### src/rtl/pheap_level_stage_if.sv
// Step handshake between the sequencer and one heap level: start/op/pos/in_kv in, result out.
// The sequencer side uses master; the level stage uses slave.
interface pheap_level_stage_if #(
  parameter int LEVEL = 2,
  parameter int KW    = 16,
  parameter int VW    = 16
);
  localparam int PW = (LEVEL > 1) ? LEVEL - 1 : 1;

  logic                 start;
  logic [1:0]           op;
  logic [PW-1:0]        pos;
  logic [KW+VW-1:0]     in_kv;
  logic [1:0]           done;
  logic [KW+VW-1:0]     out_kv;
  logic [LEVEL-1:0]     end_pos;

  modport master (output start, op, pos, in_kv, input done, out_kv, end_pos);
  modport slave  (input start, op, pos, in_kv, output done, out_kv, end_pos);
endinterface

### src/rtl/pheap_level_stage.sv
// One level of a pipelined min-heap: a step starts in cycle t, resolves in t+1 and commits at the t+1 edge.
// Results are combinational in t+1 and held in registers while idle; issue interval is two cycles.
module pheap_level_stage #(
  parameter int LEVEL  = 2,
  parameter int LEVELS = 4,
  parameter int KW     = 16,
  parameter int VW     = 16,
  localparam int CW    = LEVELS,
  localparam int EW    = 1 + KW + VW + CW,
  localparam int PW    = (LEVEL > 1) ? LEVEL - 1 : 1,
  localparam int PPW   = (LEVEL > 2) ? LEVEL - 2 : 1,
  localparam int KVW   = KW + VW
) (
  input  logic                 clk,
  input  logic                 rst,
  pheap_level_stage_if.slave   up,
  output logic [PW-1:0]        child_addr,
  input  logic [EW-1:0]        child_l,
  input  logic [EW-1:0]        child_r,
  input  logic [PPW-1:0]       par_addr,
  output logic [EW-1:0]        par_l,
  output logic [EW-1:0]        par_r,
  output logic [KVW-1:0]       head_kv,
  output logic                 full,
  output logic                 empty
);
  localparam int NN = 2 ** (LEVEL - 1);
  localparam logic [CW-1:0] CAP_RST = CW'((1 << (LEVELS - LEVEL + 1)) - 1);

  localparam logic [1:0] OP_ENQ     = 2'd1;
  localparam logic [1:0] OP_DEQ     = 2'd2;
  localparam logic [1:0] OP_ENQ_DEQ = 2'd3;
  localparam logic [1:0] R_DONE     = 2'd0;
  localparam logic [1:0] R_BUSY     = 2'd1;
  localparam logic [1:0] R_NEXT     = 2'd2;

  typedef struct packed {
    logic          valid;
    logic [KW-1:0] key;
    logic [VW-1:0] value;
    logic [CW-1:0] cap;
  } entry_t;

  entry_t         node_q [NN];
  entry_t         node_d [NN];
  logic           busy_q, busy_d;
  logic [1:0]     op_q, op_d;
  logic [PW-1:0]  pos_q, pos_d;
  logic [KVW-1:0] kv_q, kv_d;
  logic [KVW-1:0] out_kv_q, out_kv_d;
  logic [LEVEL-1:0] end_pos_q, end_pos_d;

  logic [PW-1:0]  t_idx, pl_idx, pr_idx;
  entry_t         t_e, l_e, r_e, c_e, n_e;
  logic [KW-1:0]  in_key;
  logic           sel_r, any_c, dir, wr;
  logic [1:0]     res;

  always_comb begin
    t_idx  = (NN == 1) ? '0 : pos_q;
    t_e    = node_q[t_idx];
    l_e    = child_l;
    r_e    = child_r;
    in_key = kv_q[KVW-1:VW];
    // Minimum valid child, left wins ties.
    sel_r  = r_e.valid && (!l_e.valid || (r_e.key < l_e.key));
    any_c  = l_e.valid || r_e.valid;
    c_e    = sel_r ? r_e : l_e;

    n_e       = t_e;
    wr        = 1'b0;
    res       = R_DONE;
    dir       = 1'b0;
    out_kv_d  = out_kv_q;
    end_pos_d = end_pos_q;

    if (busy_q) begin
      case (op_q)
        OP_ENQ: begin
          wr      = 1'b1;
          n_e.cap = t_e.cap - 1'b1;
          if (!t_e.valid) begin
            n_e.valid = 1'b1;
            n_e.key   = in_key;
            n_e.value = kv_q[VW-1:0];
          end else begin
            if (in_key < t_e.key) begin
              n_e.key   = in_key;
              n_e.value = kv_q[VW-1:0];
              out_kv_d  = {t_e.key, t_e.value};
            end else begin
              out_kv_d  = kv_q;
            end
            // Descend toward the subtree with more free slots, left on tie.
            dir = (r_e.cap > l_e.cap);
            res = R_NEXT;
          end
        end
        OP_DEQ: begin
          wr      = 1'b1;
          n_e.cap = t_e.cap + 1'b1;
          if (!any_c) begin
            n_e.valid = 1'b0;
          end else begin
            n_e.valid = 1'b1;
            n_e.key   = c_e.key;
            n_e.value = c_e.value;
            out_kv_d  = {c_e.key, c_e.value};
            dir       = sel_r;
            res       = R_NEXT;
          end
        end
        OP_ENQ_DEQ: begin
          wr = 1'b1;
          if (!any_c || (in_key <= c_e.key)) begin
            n_e.valid = 1'b1;
            n_e.key   = in_key;
            n_e.value = kv_q[VW-1:0];
          end else begin
            n_e.valid = 1'b1;
            n_e.key   = c_e.key;
            n_e.value = c_e.value;
            out_kv_d  = kv_q;
            dir       = sel_r;
            res       = R_NEXT;
          end
        end
        default: ;
      endcase
    end

    if (res == R_NEXT) end_pos_d = LEVEL'({pos_q, dir});

    node_d = node_q;
    if (wr) node_d[t_idx] = n_e;

    busy_d = up.start;
    op_d   = up.start ? up.op    : op_q;
    pos_d  = up.start ? up.pos   : pos_q;
    kv_d   = up.start ? up.in_kv : kv_q;
  end

  always_ff @(posedge clk) begin
    if (rst) begin
      busy_q    <= 1'b0;
      op_q      <= '0;
      pos_q     <= '0;
      kv_q      <= '0;
      out_kv_q  <= '0;
      end_pos_q <= '0;
      for (int i = 0; i < NN; i++) node_q[i] <= '{valid: 1'b0, key: '0, value: '0, cap: CAP_RST};
    end else begin
      busy_q    <= busy_d;
      op_q      <= op_d;
      pos_q     <= pos_d;
      kv_q      <= kv_d;
      out_kv_q  <= out_kv_d;
      end_pos_q <= end_pos_d;
      node_q    <= node_d;
    end
  end

  // Parent reads come from node_d so a same-cycle write is visible (write-first).
  always_comb begin
    pl_idx = PW'({par_addr, 1'b0});
    pr_idx = PW'({par_addr, 1'b1});
    par_l  = node_d[pl_idx];
    par_r  = (NN > 1) ? node_d[pr_idx] : '0;
  end

  assign child_addr = busy_q ? pos_q : up.pos;
  assign up.done    = up.start ? R_BUSY : res;
  assign up.out_kv  = out_kv_d;
  assign up.end_pos = end_pos_d;
  assign head_kv    = {node_q[0].key, node_q[0].value};
  assign full       = (node_q[0].cap == '0);
  assign empty      = !node_q[0].valid;
endmodule

### src/flat_wrapper.sv
// flat-port wrapper written by rule: the top's interface ports become plain ports
module pheap_level_stage_flat 
#(
  parameter int LEVEL  = 2,
  parameter int LEVELS = 4,
  parameter int KW     = 16,
  parameter int VW     = 16,
  localparam int CW    = LEVELS,
  localparam int EW    = 1 + KW + VW + CW,
  localparam int PW    = (LEVEL > 1) ? LEVEL - 1 : 1,
  localparam int PPW   = (LEVEL > 2) ? LEVEL - 2 : 1,
  localparam int KVW   = KW + VW
)
  (clk, rst, child_addr, child_l, child_r, par_addr, par_l, par_r, head_kv, full, empty, up_start, up_op, up_pos, up_in_kv, up_done, up_out_kv, up_end_pos);
  pheap_level_stage_if #(.LEVEL(LEVEL), .KW(KW), .VW(VW)) up_i ();
  input  logic clk;
  input  logic rst;
  output logic [PW-1:0] child_addr;
  input  logic [EW-1:0] child_l;
  input  logic [EW-1:0] child_r;
  input  logic [PPW-1:0] par_addr;
  output logic [EW-1:0] par_l;
  output logic [EW-1:0] par_r;
  output logic [KVW-1:0] head_kv;
  output logic full;
  output logic empty;
  input wire logic [$bits(up_i.start)-1:0] up_start;
  input wire logic [$bits(up_i.op)-1:0] up_op;
  input wire logic [$bits(up_i.pos)-1:0] up_pos;
  input wire logic [$bits(up_i.in_kv)-1:0] up_in_kv;
  output wire logic [$bits(up_i.done)-1:0] up_done;
  output wire logic [$bits(up_i.out_kv)-1:0] up_out_kv;
  output wire logic [$bits(up_i.end_pos)-1:0] up_end_pos;
  assign up_i.start = up_start;
  assign up_i.op = up_op;
  assign up_i.pos = up_pos;
  assign up_i.in_kv = up_in_kv;
  assign up_done = up_i.done;
  assign up_out_kv = up_i.out_kv;
  assign up_end_pos = up_i.end_pos;
  pheap_level_stage #(.LEVEL(LEVEL), .LEVELS(LEVELS), .KW(KW), .VW(VW)) u_core (.clk(clk), .rst(rst), .up(up_i), .child_addr(child_addr), .child_l(child_l), .child_r(child_r), .par_addr(par_addr), .par_l(par_l), .par_r(par_r), .head_kv(head_kv), .full(full), .empty(empty));
endmodule
### config.mk
export PLATFORM = sky130hd
export DESIGN_NAME = pheap_level_stage_flat
export DESIGN_NICKNAME = d
export VERILOG_FILES = /design/src/rtl/pheap_level_stage_if.sv /design/src/rtl/pheap_level_stage.sv /design/src/flat_wrapper.sv
export SDC_FILE = /design/constraint.sdc
export NUM_CORES = 1
export LEC_CHECK = 0
export CORE_AREA = 10 10 180 166
export CTS_BUF_LIST = sky130_fd_sc_hd__clkbuf_8 sky130_fd_sc_hd__clkbuf_16
export CTS_CLUSTER_DIAMETER = 30
export DETAILED_ROUTE_END_ITERATION = 10
export DIE_AREA = 0 0 190 176
export PLACE_DENSITY = 0.77
export SETUP_SLACK_MARGIN = 0.4
export SLEW_MARGIN = 25
export SYNTH_ARGS = -nofsm -noshare
export SYNTH_HDL_FRONTEND = slang
export SYNTH_SLANG_ARGS = --single-unit
### constraint.sdc
create_clock -name clk -period 9.1 [get_ports clk]
set_input_delay 1.365 -clock clk [delete_from_list [all_inputs] [get_ports clk]]
set_output_delay 1.365 -clock clk [all_outputs]
set_load 0.01 [all_outputs]
==> flow_metrics.env, run 1 <==
export IMPL_status="finished clean"
export IMPL_wl_um=50200
export IMPL_rr_worst_depth=12
export IMPL_initial_core_util=0.488
export IMPL_nets=1990
export IMPL_p_leak_nw=5.61
export IMPL_finalHoldWorstSlack_ns=0.503
export IMPL_timing_rr_end="u_core.node_q[24]"
export IMPL_synth_async_reset_ratio=0
export IMPL_slew_headroom=0.319
export IMPL_cp_end_kind="output pin"
export IMPL_io_buffers=256
export IMPL_core_area_um2=26300
export IMPL_clock_fmax_mhz=119
export IMPL_dr_total_vias=14600
export IMPL_synthCells=1692
export IMPL_synth_top_area_share=0.224
export IMPL_maxCapViolCount=0
export IMPL_final_period_utilization=0.925
export IMPL_syn_nets=1862
export IMPL_cp_required_ns=7.74
export IMPL_antenna_found_initial=2
export IMPL_die_h_um=176
export IMPL_grt_overflow=0
export IMPL_hold_depth=2
export IMPL_drt_iter0_drc=2191
export IMPL_grt_pass1_wl_um=76900
export IMPL_htreeDepth=4
export IMPL_reg2reg_slack_ns=4.46
export IMPL_rows=57
export IMPL_tightestPinTransition_ns=1.02
export IMPL_cp_max_fo=25
export IMPL_hpwl_um=34500
export IMPL_min_period_ns=8.42
export IMPL_dr_pass1_iters=7
export IMPL_insertion_delay_ns=0.44
export IMPL_synth_area_leaders="dfxtp_1, nor2_1, a211oi_1"
export IMPL_wl_per_cell_um=23.0
export IMPL_syn_area_um2=12800
export IMPL_grt_pass1_vias=13800
export IMPL_seqPwrFrac=0.340
export IMPL_final_core_util=0.608
export IMPL_place_congestion=0.921
export IMPL_clockPowerShare=0.379
export IMPL_syn_area_per_cell_um2=7.59
export IMPL_die_area_um2=33400
export IMPL_worstHoldEndpoint="u_core.end_pos_q[1]"
export IMPL_critPathArrivalTime_ns=7.05
export IMPL_yosysUniqueCellTypes=68
export IMPL_clkTransAtPathRegs_ns=0.06
export IMPL_hold_buffers=0
export IMPL_r2r_start="u_core.pos_q"
export IMPL_setup_viol=0
export IMPL_peakVddDrop_uv=105
export IMPL_drtAntennaViolNets=0
export IMPL_powerDensity_nw_per_um2=126
export IMPL_yosysTopAreaCell="dfxtp_1"
export IMPL_synth_edf_count=0
export IMPL_cp_start_kind="input pin"
export IMPL_cts_tree="done"
export IMPL_synth_top_flop_cell="dfxtp_1"
export IMPL_clockRootBuffer="clkbuf_16"
export IMPL_seq_area_frac_synth=0.224
export IMPL_p_comb_frac=0.281
export IMPL_hold_path_class="reg2reg"
export IMPL_crit_type="in2out"
export IMPL_p_sw_mw=0.680
export IMPL_finalClockSkew_ns=0.0144
export IMPL_switching_share=0.336
export IMPL_hold_viol=0
export IMPL_finalSetupTns_ns=0
export IMPL_min_from="u_core.end_pos_q[1]"
export IMPL_grt_max_degree=79
export IMPL_cts_buffers=17
export IMPL_cts_path_max_buffers=2
export IMPL_synth_seq_cells=144
export IMPL_yosysWarningCount=0
export IMPL_slew_violations=0
export IMPL_drc=0
export IMPL_ios=258
export IMPL_grt_usage=0.283
export IMPL_rsz0062_at_grt="no"
export IMPL_clock_sinks=144
export IMPL_die_width_um=190
export IMPL_p_int_mw=1.34
export IMPL_drive_above_1_share=0.107
export IMPL_vias_per_cell=6.66
export IMPL_area_delta_synth_final_pct=24.6
[sequential cells by signal, summed over array words and instances, names as in the netlist]
name / flops
u_core.busy_q: 1
u_core.node_q: 42
u_core.kv_q: 32
u_core.op_q: 2
u_core.out_kv_q: 32
u_core.head_kv: 32
u_core.pos_q: 1
u_core.end_pos_q: 2
[area by class of cell]
cell class / instances / area (um2)
multi-input combinational: 1279 / 8850
inverter: 75 / 282
timing repair buffer: 303 / 2930
antenna: 2 / 5.00
clock buffer: 17 / 425
tap: 354 / 443
fill: 2314 / 10300
sequential: 144 / 2880
clock inverter: 13 / 188
[power groups by stage]
stage	clock network (mW)	registers (mW)	logic (mW)
2_1_floorplan	0	0.682	0.345
4_1_cts	0.765	0.686	0.553
3_3_place_gp	0	0.699	0.538
5_1_grt	0.794	0.691	0.608
3_5_place_dp	0	0.700	0.548
6_report	0.766	0.689	0.569
[cell families after synthesis]
group / count (synthesis) / share of synthesized area
flops: 144 / 0.224
simple gates: 514 / 0.186
compound gates: 595 / 0.347
buf+inv: 269 / 0.0928
mux: 107 / 0.0889
fa+ha+maj: 57 / 0.0561
xor+xnor: 6 / 0.00409
[how the worst max path moves through the flow]
stage	start	end	slack [ns]
after global placement	child_l[21]	par_l[5]	0.59
after detailed placement	child_l[21]	par_l[5]	0.58
after floorplan	child_l[35]	par_l[14]	2.30
final	child_l[21]	up_out_kv[0]	0.68
after global routing	child_l[21]	up_out_kv[0]	0.43
after CTS	child_l[21]	par_l[5]	0.56
[Yosys cell counts (13+ instances only)]
library cell	count
nor2_1	239
dfxtp_1	144
clkbuf_1	122
a211oi_1	116
o21ai_0	95
a21oi_1	76
inv_1	75
nand3_1	68
nand2_1	67
ha_1	56
mux2_2	53
mux2i_1	53
buf_4	39
and2_1	38
nor3_1	36
a22oi_1	33
a31oi_1	33
o21a_1	22
o211ai_1	19
nor4_1	18
a221oi_1	17
a221oi_2	17
a311oi_1	17
a211oi_2	16
a222oi_1	16
a311o_1	16
or4_1	16
a22o_1	15
o21bai_1	15
o221ai_1	15
buf_1	14
buf_2	14
a2111oi_1	13
[metrics by stage]
| stage | setup slack (ns) | std cells | power [mW] | cell area (um2) |
|---|---|---|---|---|
| after CTS | 0.561 | 2178 | 2.00 | 15900 |
| after global placement | 0.589 | 2148 | 1.24 | 15300 |
| after detailed placement | 0.581 | 2148 | 1.25 | 15300 |
| after global routing | 0.428 | 2187 | 2.09 | 16000 |
| after floorplan | 2.30 | 1692 | 1.03 | 12800 |
| final | 0.685 | 2187 | 2.02 | 16000 |
[critical path, stage by stage]
cell	delay, ns
clkdlybuf4s50_1	0.47
inv_1	0.05
ha_1	0.27
o21ai_0	0.16
o21ai_1	0.08
buf_4	0.22
a21o_1	0.24
o21ai_4	0.28
buf_4	0.19
mux2_2	0.39
inv_1	0.10
ha_1	0.24
a211oi_1	0.22
o21a_1	0.16
buf_4	0.23
nor2_1	0.15
o32a_1	0.42
nand2_1	0.37
buf_12	0.26
a221oi_1	0.12
a31oi_1	0.40
clkdlybuf4s50_1	0.63
[cell usage in the layout, fill, tap and decap left out, types with 36 or more instances in the layout]
cell	n
a211oi_1	116
a21oi_1	76
and2_1	38
buf_4	46
clkdlybuf4s50_1	254
dfxtp_1	143
ha_1	54
inv_1	76
mux2_2	53
mux2i_1	52
nand2_1	67
nand3_1	68
nor2_1	236
nor3_1	36
o21ai_0	95
[layer usage]
metal | global-route usage | part of all wire | up-vias | routed length (um)
met2 | 0.415 | 0.42 | 1011 | 21200
met3 | 0.0783 | 0.13 | 108 | 6610
met1 | 0.391 | 0.42 | 6841 | 21100
met4 | 0.0939 | 0.027 | 0 | 1380
met5 | 0 | 0 | - | 0
li1 | - | - | 6613 | -
[repair_timing]
| item | CTS | global route |
|---|---|---|
| setup buffers | 0 | 7 |
| setup endpoints to repair | 0 | 70 |
| gates resized for setup | 0 | 1 |
Power figures use the tool's default switching activity.
==> inputs of run 2 (changes only) <==
--- a/config.mk
+++ b/config.mk
@@ -5,12 +5,13 @@
 export SDC_FILE = /design/constraint.sdc
 export NUM_CORES = 1
 export LEC_CHECK = 0
-export CORE_AREA = 10 10 180 166
+export ABC_AREA = 1
+export CORE_AREA = 10 10 175 161
 export CTS_BUF_LIST = sky130_fd_sc_hd__clkbuf_8 sky130_fd_sc_hd__clkbuf_16
 export CTS_CLUSTER_DIAMETER = 30
 export DETAILED_ROUTE_END_ITERATION = 10
-export DIE_AREA = 0 0 190 176
-export PLACE_DENSITY = 0.77
+export DIE_AREA = 0 0 185 171
+export PLACE_DENSITY = 0.78
 export SETUP_SLACK_MARGIN = 0.4
 export SLEW_MARGIN = 25
 export SYNTH_ARGS = -nofsm -noshare
==> run 2 against run 1 <==
Against the previous run:
- fmax increased by 1.8%
- critical path depth increased by 5
- synthesized cell count increased by 21%
==> flow_metrics.env, run 2 <==
export IMPL_fillers=2344
export IMPL_drc=0
export IMPL_place_area_um2=14300
export IMPL_final_cell_mix="nand2_1, inv_1, clkdlybuf4s50_1, nand3_1, a21oi_1"
export IMPL_cts_resized=0
export IMPL_dr_pass1_iters=6
export IMPL_grt_pass1_vias=13700
export IMPL_synth_top_area_share=0.239
export IMPL_powerDensity_nw_per_um2=143
export IMPL_synth_seq_cells=144
export IMPL_hpwl_um=29800
export IMPL_yosysWarningCount=0
export IMPL_critPathTopFamily="simple AND/OR/NAND/NOR gates"
export IMPL_tightestPinTransition_ns=1.12
export IMPL_antenna_found_initial=1
export IMPL_slew_headroom=0.254
export IMPL_p_leak_nw=7.32
export IMPL_ios=258
export IMPL_final_period_utilization=0.909
export IMPL_synth_async_reset_ratio=0
export IMPL_cp_max_fo=64
export IMPL_grt_max_degree=99
export IMPL_clock_fmax_mhz=121
export IMPL_crit_buf_inv=7
export IMPL_largest_reg_flops=42
export IMPL_hold_buffers=0
export IMPL_cts_tree="done"
export IMPL_cp_common_cell="nand2_1"
export IMPL_clkTransAtPathRegs_ns=0.07
export IMPL_peakVddDrop_uv=111
export IMPL_postCtsSetupBuffers=0
export IMPL_vias_per_cell=5.77
export IMPL_syn_area_um2=12000
export IMPL_nets=2347
export IMPL_grt_pass1_wl_um=72100
export IMPL_drt_iter0_drc=1799
export IMPL_total_power_mw=2.13
export IMPL_cp_start_kind="input pin"
export IMPL_syn_nets=2216
export IMPL_core_area_um2=24600
export IMPL_finalClockSkew_ns=0.0146
export IMPL_die_h_um=171
export IMPL_critPathArrivalTime_ns=6.91
export IMPL_synth_edf_count=0
export IMPL_final_common_cell="nand2_1"
export IMPL_cp_slowest_cell="buf_4"
export IMPL_min_period_ns=8.27
export IMPL_insertion_delay_ns=0.43
export IMPL_htreeDepth=4
export IMPL_synthCells=2046
export IMPL_top_register="u_core.node_q"
export IMPL_io_buffers=256
export IMPL_setup_viol=0
export IMPL_synth_most_common_cell="nand2_1"
export IMPL_wl_um=46900
export IMPL_hold_path_class="reg2reg"
export IMPL_syn_area_per_cell_um2=5.88
export IMPL_grt_overflow=0
export IMPL_yosysUniqueCellTypes=37
export IMPL_yosys_top_cells_count="nand2_1, inv_1, nand3_1"
export IMPL_crit_type="in2out"
export IMPL_num_antenna_cells=0
export IMPL_die_width_um=185
export IMPL_yosysTopAreaCell="dfxtp_1"
export IMPL_final_cell_area_um2=14900
export IMPL_cp_required_ns=7.74
export IMPL_synth_top_flop_cell="dfxtp_1"
export IMPL_clock_sinks=144
export IMPL_drtAntennaViolNets=0
export IMPL_grt_usage=0.286
export IMPL_hold_viol=0
export IMPL_maxCapViolCount=0
export IMPL_die_area_um2=31600
export IMPL_area_delta_synth_final_pct=24.1
export IMPL_finalHoldWorstSlack_ns=0.477
export IMPL_synth_area_leaders="dfxtp_1, nand2_1, inv_1"
export IMPL_rsz0062_at_grt="no"
export IMPL_place_congestion=0.889
export IMPL_status="finished clean"
export IMPL_initial_core_util=0.489
export IMPL_rows=55
export IMPL_dr_total_vias=14400
export IMPL_multiInputGateArea_um2=7170
export IMPL_finalSetupTns_ns=0
export IMPL_clockRootBuffer="clkbuf_16"
export IMPL_wl_per_cell_um=18.7
export IMPL_slew_violations=0
export IMPL_drive_above_1_share=0.0594
export IMPL_cts_buffers=17
export IMPL_seq_area_frac_synth=0.239
export IMPL_regArea_um2=2880
export IMPL_cp_end_kind="output pin"
export IMPL_slowest_delay_ns=0.67
export IMPL_cts_path_max_buffers=2
-- run 2: changes by cell type after synthesis, sizes merged, moves of 60 or more --
cell    before  now
o21ai      102  177
nand4        5   65
nand3       68  207
a211oi     132    2
nand2       67  517
inv         75  309
a21oi       76  156
nor2       240  119
-- run 2: layer usage --
layer	routed length, um	vias to the layer above	track usage
met1	18600	6524	0.355
met4	1570	2	0.116
met3	5680	145	0.0659
li1	-	6831	-
met5	7	-	0
met2	21000	937	0.467
-- run 2: cells by family (layout without fill, tap and decap cells) --
kind of cell	Yosys count	after routing	synth area share
buffers and inverters	475	619	0.168
and+or+nand+nor	963	963	0.351
DFF	144	144	0.239
xor gates and xnor gates	3	3	0.00218
AOI/OAI and AO/OA	404	404	0.180
adders and majority gates	57	57	0.0599
-- run 2: path summary, 6_finish.rpt --
kind | from | to | slack (ns) | cells past startpoint
hold reg to reg | u_core.end_pos_q[1] | u_core.end_pos_q[1] | 0.48 | 2
setup reg to reg | u_core.pos_q | u_core.node_q[20] | 3.92 | 15
setup / recovery | child_l[35] | up_out_kv[0] | 0.83 | 27
hold / removal | u_core.end_pos_q[1] | u_core.end_pos_q[1] | 0.48 | 2
-- run 2: final cells by class --
class | instances | share of cell area
Inverter | 311 | 0.0785
Tap cell | 313 | 0.0262
Timing Repair Buffer | 276 | 0.181
Multi-Input combinational cell | 1427 | 0.480
Clock buffer | 18 | 0.0294
Sequential cell | 144 | 0.193
Clock inverter | 14 | 0.0114
-- run 2: where the power goes --
part | internal (mW) | total [mW] | switching [mW]
clock network | 0.423 | 0.757 | 0.334
logic | 0.254 | 0.695 | 0.441
registers | 0.661 | 0.681 | 0.0199
-- run 2: through the flow --
stage / setup WS [ns] / util / std cells
after global placement: 1.21 / 0.581 / 2471
after floorplan: 3.40 / - / 2046
final: 0.830 / 0.606 / 2503
after CTS: 1.02 / 0.606 / 2503
after global routing: 0.513 / 0.606 / 2503
after detailed placement: 1.06 / 0.582 / 2471
-- run 2: worst reg2reg max path: stages, from the launching register on --
cell and delay (ns):
dfxtp_2 0.77, buf_4 0.60, nand2_1 0.12, o21ai_0 0.16, inv_1 0.14, ha_1 0.34
nand4_1 0.20, nor2_1 0.33, nand2_4 0.39, nand2_4 0.82, nand2_4 0.59, nand2_1 0.18
nand3_1 0.10, nand4_1 0.12, nand2_1 0.12, nor2_1 0.11
